**config.mk**
```make
export PLATFORM = sky130hd
export DESIGN_NAME = bit_serializer
export DESIGN_NICKNAME = d
export VERILOG_FILES = /design/src/rtl/ser_pkg.sv /design/src/rtl/bit_serializer.sv
export SDC_FILE = /design/constraint.sdc
export NUM_CORES = 1
export LEC_CHECK = 0
export BUFFER_PORTS_ARGS = -buffer_cell sky130_fd_sc_hd__buf_2
export CAP_MARGIN = 20
export CORE_MARGIN = 2
export CORE_UTILIZATION = 44
export DETAILED_ROUTE_END_ITERATION = 12
export PLACE_DENSITY_LB_ADDON = 0.15
export SETUP_SLACK_MARGIN = 0.05
export SKIP_CTS_REPAIR_TIMING = 1
export SLEW_MARGIN = 25
export SYNTH_ARGS = -nofsm -noshare
export SYNTH_HDL_FRONTEND = slang
export SYNTH_SLANG_ARGS = --single-unit
```
**constraint.sdc**
```tcl
create_clock -name clk -period 1.4 [get_ports clk]
set_input_delay 0.21 -clock clk [delete_from_list [all_inputs] [get_ports clk]]
set_output_delay 0.21 -clock clk [all_outputs]
set_load 0.01 [all_outputs]
```
**src/rtl/ser_pkg.sv**
```systemverilog
// Shared state encoding and default idle level for bit_serializer.
// The PARITY state is only reachable when SER_PARITY_EN is defined.
package ser_pkg;

    typedef enum logic [1:0] {
        IDLE   = 2'b00,
        SHIFT  = 2'b01,
        PARITY = 2'b10
    } state_t;

    localparam logic SER_IDLE_LEVEL_DEF = 1'b0;

endpackage

```
**src/rtl/bit_serializer.sv**
```systemverilog
// Parallel-to-serial front end: WIDTH-bit words in over valid/ready, one bit per clk out.
// Optional even-parity trailer bit when SER_PARITY_EN is defined.
module bit_serializer
    import ser_pkg::*;
#(
    parameter int unsigned WIDTH      = 8,
    parameter bit          MSB_FIRST  = 1'b1,
    parameter bit          IDLE_LEVEL = SER_IDLE_LEVEL_DEF
) (
    input  logic             clk,
    input  logic             reset,
    input  logic [WIDTH-1:0] din,
    input  logic             din_valid,
    output logic             din_ready,
    output logic             ser_out,
    output logic             ser_valid,
    output logic             word_done,
    output logic             busy
);

    localparam int unsigned      CNT_W = $clog2(WIDTH);
    localparam logic [CNT_W-1:0] LAST  = CNT_W'(WIDTH - 1);

    state_t           state;
    state_t           next_state;
    logic [WIDTH-1:0] shreg;
    logic [CNT_W-1:0] bit_cnt;
    logic             last_bit;
    logic             accept;
`ifdef SER_PARITY_EN
    logic             par_bit;
`endif

    assign last_bit = (state == SHIFT) && (bit_cnt == LAST);
    assign accept   = din_valid && din_ready;
    assign busy     = (state != IDLE);

    always_ff @(posedge clk or posedge reset) begin
        if (reset) begin
            state <= IDLE;
        end else begin
            state <= next_state;
        end
    end

    always_comb begin
        next_state = state;
        din_ready  = 1'b0;
        word_done  = 1'b0;
        case (state)
            IDLE: begin
                din_ready = 1'b1;
                if (din_valid) next_state = SHIFT;
            end
            SHIFT: begin
                if (last_bit) begin
`ifdef SER_PARITY_EN
                    next_state = PARITY;
`else
                    din_ready  = 1'b1;
                    word_done  = 1'b1;
                    next_state = din_valid ? SHIFT : IDLE;
`endif
                end
            end
`ifdef SER_PARITY_EN
            PARITY: begin
                din_ready  = 1'b1;
                word_done  = 1'b1;
                next_state = din_valid ? SHIFT : IDLE;
            end
`endif
            default: next_state = IDLE;
        endcase
    end

    // ser_out always shows the bit indexed by bit_cnt; shreg holds the bits still to come.
    always_ff @(posedge clk or posedge reset) begin
        if (reset) begin
            shreg     <= '0;
            bit_cnt   <= '0;
            ser_out   <= IDLE_LEVEL;
            ser_valid <= 1'b0;
`ifdef SER_PARITY_EN
            par_bit   <= 1'b0;
`endif
        end else if (accept) begin
            shreg     <= MSB_FIRST ? (din << 1) : (din >> 1);
            ser_out   <= MSB_FIRST ? din[WIDTH-1] : din[0];
            bit_cnt   <= '0;
            ser_valid <= 1'b1;
`ifdef SER_PARITY_EN
            par_bit   <= ^din;
`endif
        end else if (state == SHIFT) begin
            if (!last_bit) begin
                shreg     <= MSB_FIRST ? (shreg << 1) : (shreg >> 1);
                ser_out   <= MSB_FIRST ? shreg[WIDTH-1] : shreg[0];
                bit_cnt   <= bit_cnt + CNT_W'(1);
                ser_valid <= 1'b1;
            end else begin
`ifdef SER_PARITY_EN
                ser_out   <= par_bit;
                ser_valid <= 1'b1;
`else
                ser_out   <= IDLE_LEVEL;
                ser_valid <= 1'b0;
`endif
            end
        end else if (state == PARITY) begin
            ser_out   <= IDLE_LEVEL;
            ser_valid <= 1'b0;
        end
    end

endmodule

```
# --- After elaboration in Yosys (flattened, before gate mapping) ---
# Index checks and enable logic that the tools add are counted.
op_classes:
  addsub: 1
  multipliers: 0
  n_div: 0
  n_lt_le_gt_ge: 0
  eq_ne: 6
  shifts: 0
  muxes: 20
  bitwise_logic: 0
  reduce_logical: 8
ops:
  columns: ["cell", "count"]
  rows:
  - ["2-to-1 mux 8 bit", 3]
  - ["2-to-1 mux 1 bit", 10]
  - ["2-to-1 mux 3 bit", 3]
  - ["2-to-1 mux 2 bit", 2]
  - ["!= test 2 bit, second input constant", 2]
  - ["one-hot mux 2 bit (2 select lines)", 1]
  - ["AND reduction 2 bit", 2]
  - ["nonzero test 2 bit", 2]
  - ["adder 3 x 1 -> 3 bit, second input constant", 1]
  - ["equality test 3 bit, second input constant", 1]
  - ["nonzero test 3 bit", 1]
  - ["equality test 2 x 1 -> 1 bit, second input constant", 1]
  - ["equality test 2 bit, second input constant", 1]
  - ["logical AND 1 bit", 2]
  - ["zero test 2 bit", 1]
  - ["!= test 2 x 1 -> 1 bit, second input constant", 1]
  - ["one-hot mux 1 bit (2 select lines)", 1]
totals:
  regBits: 15
  latch_bits: 0
  mem_bits_rw: 0
  rom_bits: 0
  in_bits: 11
  out_inout_bits: 5
  elab_cells: 40
  mem_count: 0

# --- Depth between registers and ports, before layout ---
logic_depth:
  ltp_word: 7
  depth_mapped: 5
  depth_no_buf: 4

# --- Worst setup path after synthesis ---
# Ideal clock, no wire load.
synth_timing:
  path_kind: "reg-to-reg"
  start: "reg bit_cnt[0]"
  end: "reg shreg[2]"
  setup_time_ps: 125
  t_arrival_ps: 1414
  required_ps: 1275
  path_slack_ps: -139
  stages_incl_launch_ff: 6
  path_buffers: 1
  synth_period_minus_slack_ps: 1539
  cell_sequence: "dfrtp_1 ha_1 ha_1 nand2b_1 buf_4 mux2_4"
synth_via:
  elab_chain_len: 7
  elab_cells_between_ends: 9
  cone_classes: "eq/ne (2); mux (3); reduce/logical (4)"
synth_rtl:
  columns: ["element", "line", "text"]
  rows:
  - ["start, declared", "bit_serializer.sv:27", "logic [CNT_W-1:0] bit_cnt;"]
  - ["start signal, assigned", "bit_serializer.sv:99", "bit_cnt <= bit_cnt + CNT_W'(1);"]
  - ["equality test 3 bit (*)", "bit_serializer.sv:34", "assign last_bit = (state == SHIFT) && (bit_cnt == LAST);"]
  - ["logical AND 1 bit (*)", "bit_serializer.sv:34", null]
  - ["2-to-1 mux 1 bit (*)", "bit_serializer.sv:56", "if (last_bit) begin"]
  - ["one-hot mux 1 bit (2 select lines) (*)", "bit_serializer.sv:50", "case (state)"]
  - ["net din_ready", "bit_serializer.sv:14", "output logic din_ready,"]
  - ["logical AND 1 bit (*)", "bit_serializer.sv:35", "assign accept = din_valid && din_ready;"]
  - ["!= test 2 x 1 -> 1 bit (no line) or nonzero test 2 bit (tied branches)", null, null]
  - ["AND reduction 2 bit (no line)", null, null]
  - ["end signal, assigned", "bit_serializer.sv:88", "shreg <= MSB_FIRST ? (din << 1) : (din >> 1);"]
  - ["end signal, assigned", "bit_serializer.sv:97", "shreg <= MSB_FIRST ? (shreg << 1) : (shreg >> 1);"]
  - ["end, declared", "bit_serializer.sv:26", "logic [WIDTH-1:0] shreg;"]
# The timed path passes the listed nets; every way through them passes the cells marked *.
# A chain may end at the register's enable or synchronous reset.

# --- Worst setup path after layout ---
layout_timing:
  start: "reg bit_cnt[1]"
  end: "out din_ready"
layout_via:
  elab_chain_len: 4
layout_rtl:
  columns: ["element", "line"]
  rows:
  - ["equality test 3 bit", "bit_serializer.sv:34"]
  - ["logical AND 1 bit", "bit_serializer.sv:34"]
  - ["2-to-1 mux 1 bit", "bit_serializer.sv:56"]
  - ["one-hot mux 1 bit (2 select lines)", "bit_serializer.sv:50"]
  - ["end, declared", "bit_serializer.sv:14"]
# Every way passes these cells.

==> impl_metrics.ini <==
[timing]
final.min_clock_period_ns = 1.53
layout_setup_ws_ns = -0.131
post-route-period-util_pct = 109
slew_viol_final = 0
maxSlewHeadroom_pct = 67.0
worst_pin_slew_ns = 0.495
setup_viol = 10
rsz0062_at_grt = yes
fin_tns_setup_ns = -0.567
finClkSkew_ns = 0.00167
hold_viol = 0
fmax_mhz = 653

[grt]
antenna_found_initial = 0
first_global_vias = 416
grt_usage_pct = 13.6
grt-ovfl-total = 0
grt_max_degree = 15
grt_first_pass_wirelength_um = 1720

[worst_hold_path]
hp-class = input port to flop

[route]
first_pass_iters = 2
wl_per_cell_um = 12.7
antenna_left = 0
via_count = 424
drt_iter0_markers = 2
wirelength_um = 1080
drc = 0
drt-vias-per-instance = 4.99

[logic_synthesis]
avgSynthCellArea_um2 = 14.1
ys_types = 16
synth-compound-area-share_pct = 2.70
seq_area_frac_synth_pct = 50.2
ys_ff_latch = 13
synthAdderAreaFrac_pct = 3.86
synth_fp_nets = 59
syn-cell-area_um2 = 648
synth_xor_area_share_pct = 0
synthMuxAreaShare_pct = 29.9
yosys.area_share.simple_pct = 9.85
yosys_warnings = 0
synth_top_family_by_area = multiplexers
syn_inst = 46

[critical_path]
regToRegStartpoint = bit_cnt[1]
r2r_cells = 5
crit_slowest_cell = dfrtp_1
required_ns = 1.19
worst_setup_path_start_kind = flop
cp.arrival_ns = 1.32
crit_path_end = din_ready
worstPathCellList = ha_2 -> ha_4 -> nand2b_4 -> buf_6
worstSetupPathType = flop to output port
crit_path_end_kind = output port
slowest_delay_ns = 0.39
startpoint = bit_cnt[1]
reg2reg_slack_ns = -0.08
critPathMaxFanout = 8
r2r-end = shreg[7]

[layout]
area_growth_syn_to_layout_pct = 28.6
instances_no_fill = 85
fin_nets = 84
drive_above_1_share_pct = 60.0
n_antenna_cell = 0
fillers = 109

[floorplan]
rows = 13
coreArea_um2 = 1330
ios = 16
die_h_um = 42.4
initial_utilization_pct = 48.6
die_area_um2 = 1800
die_w_um = 42.4

[clocking]
cts_buffer_depth = 2
clock_sinks = 13
cts_buffers = 3
cts_tree = done
cts-root-buf = clkbuf_4
worst_skew_pair.late_latency_ns = 0.28
path_clk_slew_ns = 0.07
htree_levels = 1

[pwr]
vdd_drop_max_mv = 1.07
p_leak_nw = 0.411
powerDensity_nw_per_um2 = 1900

[place]
dp.cells = 76
io_buffer_count = 15
hpwl_um = 732
gp_congestion = 0.656

[run_status]
status = finished with violations
violations = setup timing

[job]
maxCapViolations = 0
==> metrics by stage <==
| step | power (mW) | cell area [µm²] | worst slack, ns | util [%] | hold WS [ns] |
|---|---|---|---|---|---|
| global route | 1.70 | 833 | -0.185 | 62.5 | 0.174 |
| detailed placement | 1.25 | 761 | -0.0100 | 57.0 | 0.252 |
| floorplan | 1.12 | 678 | -0.00779 | - | 0.0870 |
| global placement | 1.25 | 761 | 0.00796 | 57.0 | 0.258 |
| CTS | 1.49 | 787 | -0.209 | 59.0 | -0.0523 |
| finish | 1.59 | 833 | -0.131 | 62.5 | 0.181 |
==> cells in the final DEF (no fill, tap or decap) <==
master / Yosys / final
buf_2: 0 / 14
dfrtp_1: 13 / 13
mux2_2: 11 / 11
buf_4: 1 / 6
mux2_4: 4 / 4
clkbuf_4: 0 / 3
and2_1: 2 / 2
nor2b_1: 2 / 2
nand2b_1: 3 / 2
nor2_1: 1 / 1
o21bai_1: 1 / 1
nand2b_4: 0 / 1
inv_1: 1 / 1
mux2i_1: 1 / 1
nor3b_1: 1 / 1
and3b_1: 1 / 1
a311o_1: 1 / 1
ha_2: 0 / 1
ha_4: 0 / 1
clkbuf_1: 0 / 1
dlygate4sd3_1: 0 / 1
buf_6: 1 / 1
==> area by class of cell <==
cell class / instances / area, µm² / area share, %
well taps: 15 / 18.8 / 2.25
repair buffers: 22 / 136 / 16.4
multi-input cells: 30 / 323 / 38.7
flip-flops and latches: 13 / 325 / 39.0
clock buffers: 4 / 26.3 / 3.15
inverters: 1 / 3.75 / 0.450
==> report_power, final <==
part           internal [mW]  total, mW  switching (mW)  leakage (nW)
sequential             0.521      0.611          0.0899         0.160
combinational          0.487      0.749           0.263         0.235
clock                  0.111      0.227           0.116        0.0150
total                   1.12       1.59           0.469         0.411
==> Yosys cell counts <==
master	count	area (µm²)
ha_1	2	25.0
and2_1	2	12.5
mux2_2	11	124
nor2_1	1	3.75
inv_1	1	3.75
nor3b_1	1	7.51
buf_4	1	7.51
dfrtp_1	13	325
nor2b_1	2	12.5
buf_6	1	11.3
mux2i_1	1	10.0
a311o_1	1	10.0
nand2b_1	3	18.8
mux2_4	4	60.1
and3b_1	1	8.76
o21bai_1	1	7.51
==> how the worst min path moves through the flow <==
stage / from / endpoint / slack [ns] / cells after the start
global route: din[7] / ser_out / 0.17 / 2
global placement: reset / shreg[3] / 0.26 / 2
finish: din[7] / ser_out / 0.18 / 2
floorplan: reset / bit_cnt[0] / 0.09 / 1
detailed placement: reset / shreg[3] / 0.25 / 2
CTS: reset / shreg[4] / -0.05 / 2
==> registers in the layout, summed over array words and instances, names as in the netlist <==
signal / cells
state: 1
bit_cnt: 3
ser_valid: 1
shreg: 7
ser_out: 1
==> metal layers <==
| metal | GRT usage (%) | share of wire (%) | vias to the layer above |
|---|---|---|---|
| met3 | 8.62 | 8.2 | 3 |
| met1 | 14.2 | 43 | 197 |
| li1 | - | - | 208 |
| met5 | 0 | 0 | - |
| met4 | 5.63 | 1.8 | 0 |
| met2 | 21.5 | 47 | 16 |
==> worst max-delay path: cells and delay by family, from the launching register on <==
family	cells	cell delay (ns)
flops	1	0.39
fa+ha+maj	2	0.35
simple gates	1	0.17
buf+inv	1	0.14
==> cell families after synthesis <==
group,after synthesis
adders and majority gates,2
muxes,16
buffers and inverters,3
AOI/OAI and AO/OA,2
and+or+nand+nor,10
DFF,13
(Power assumes the default switching activity.)
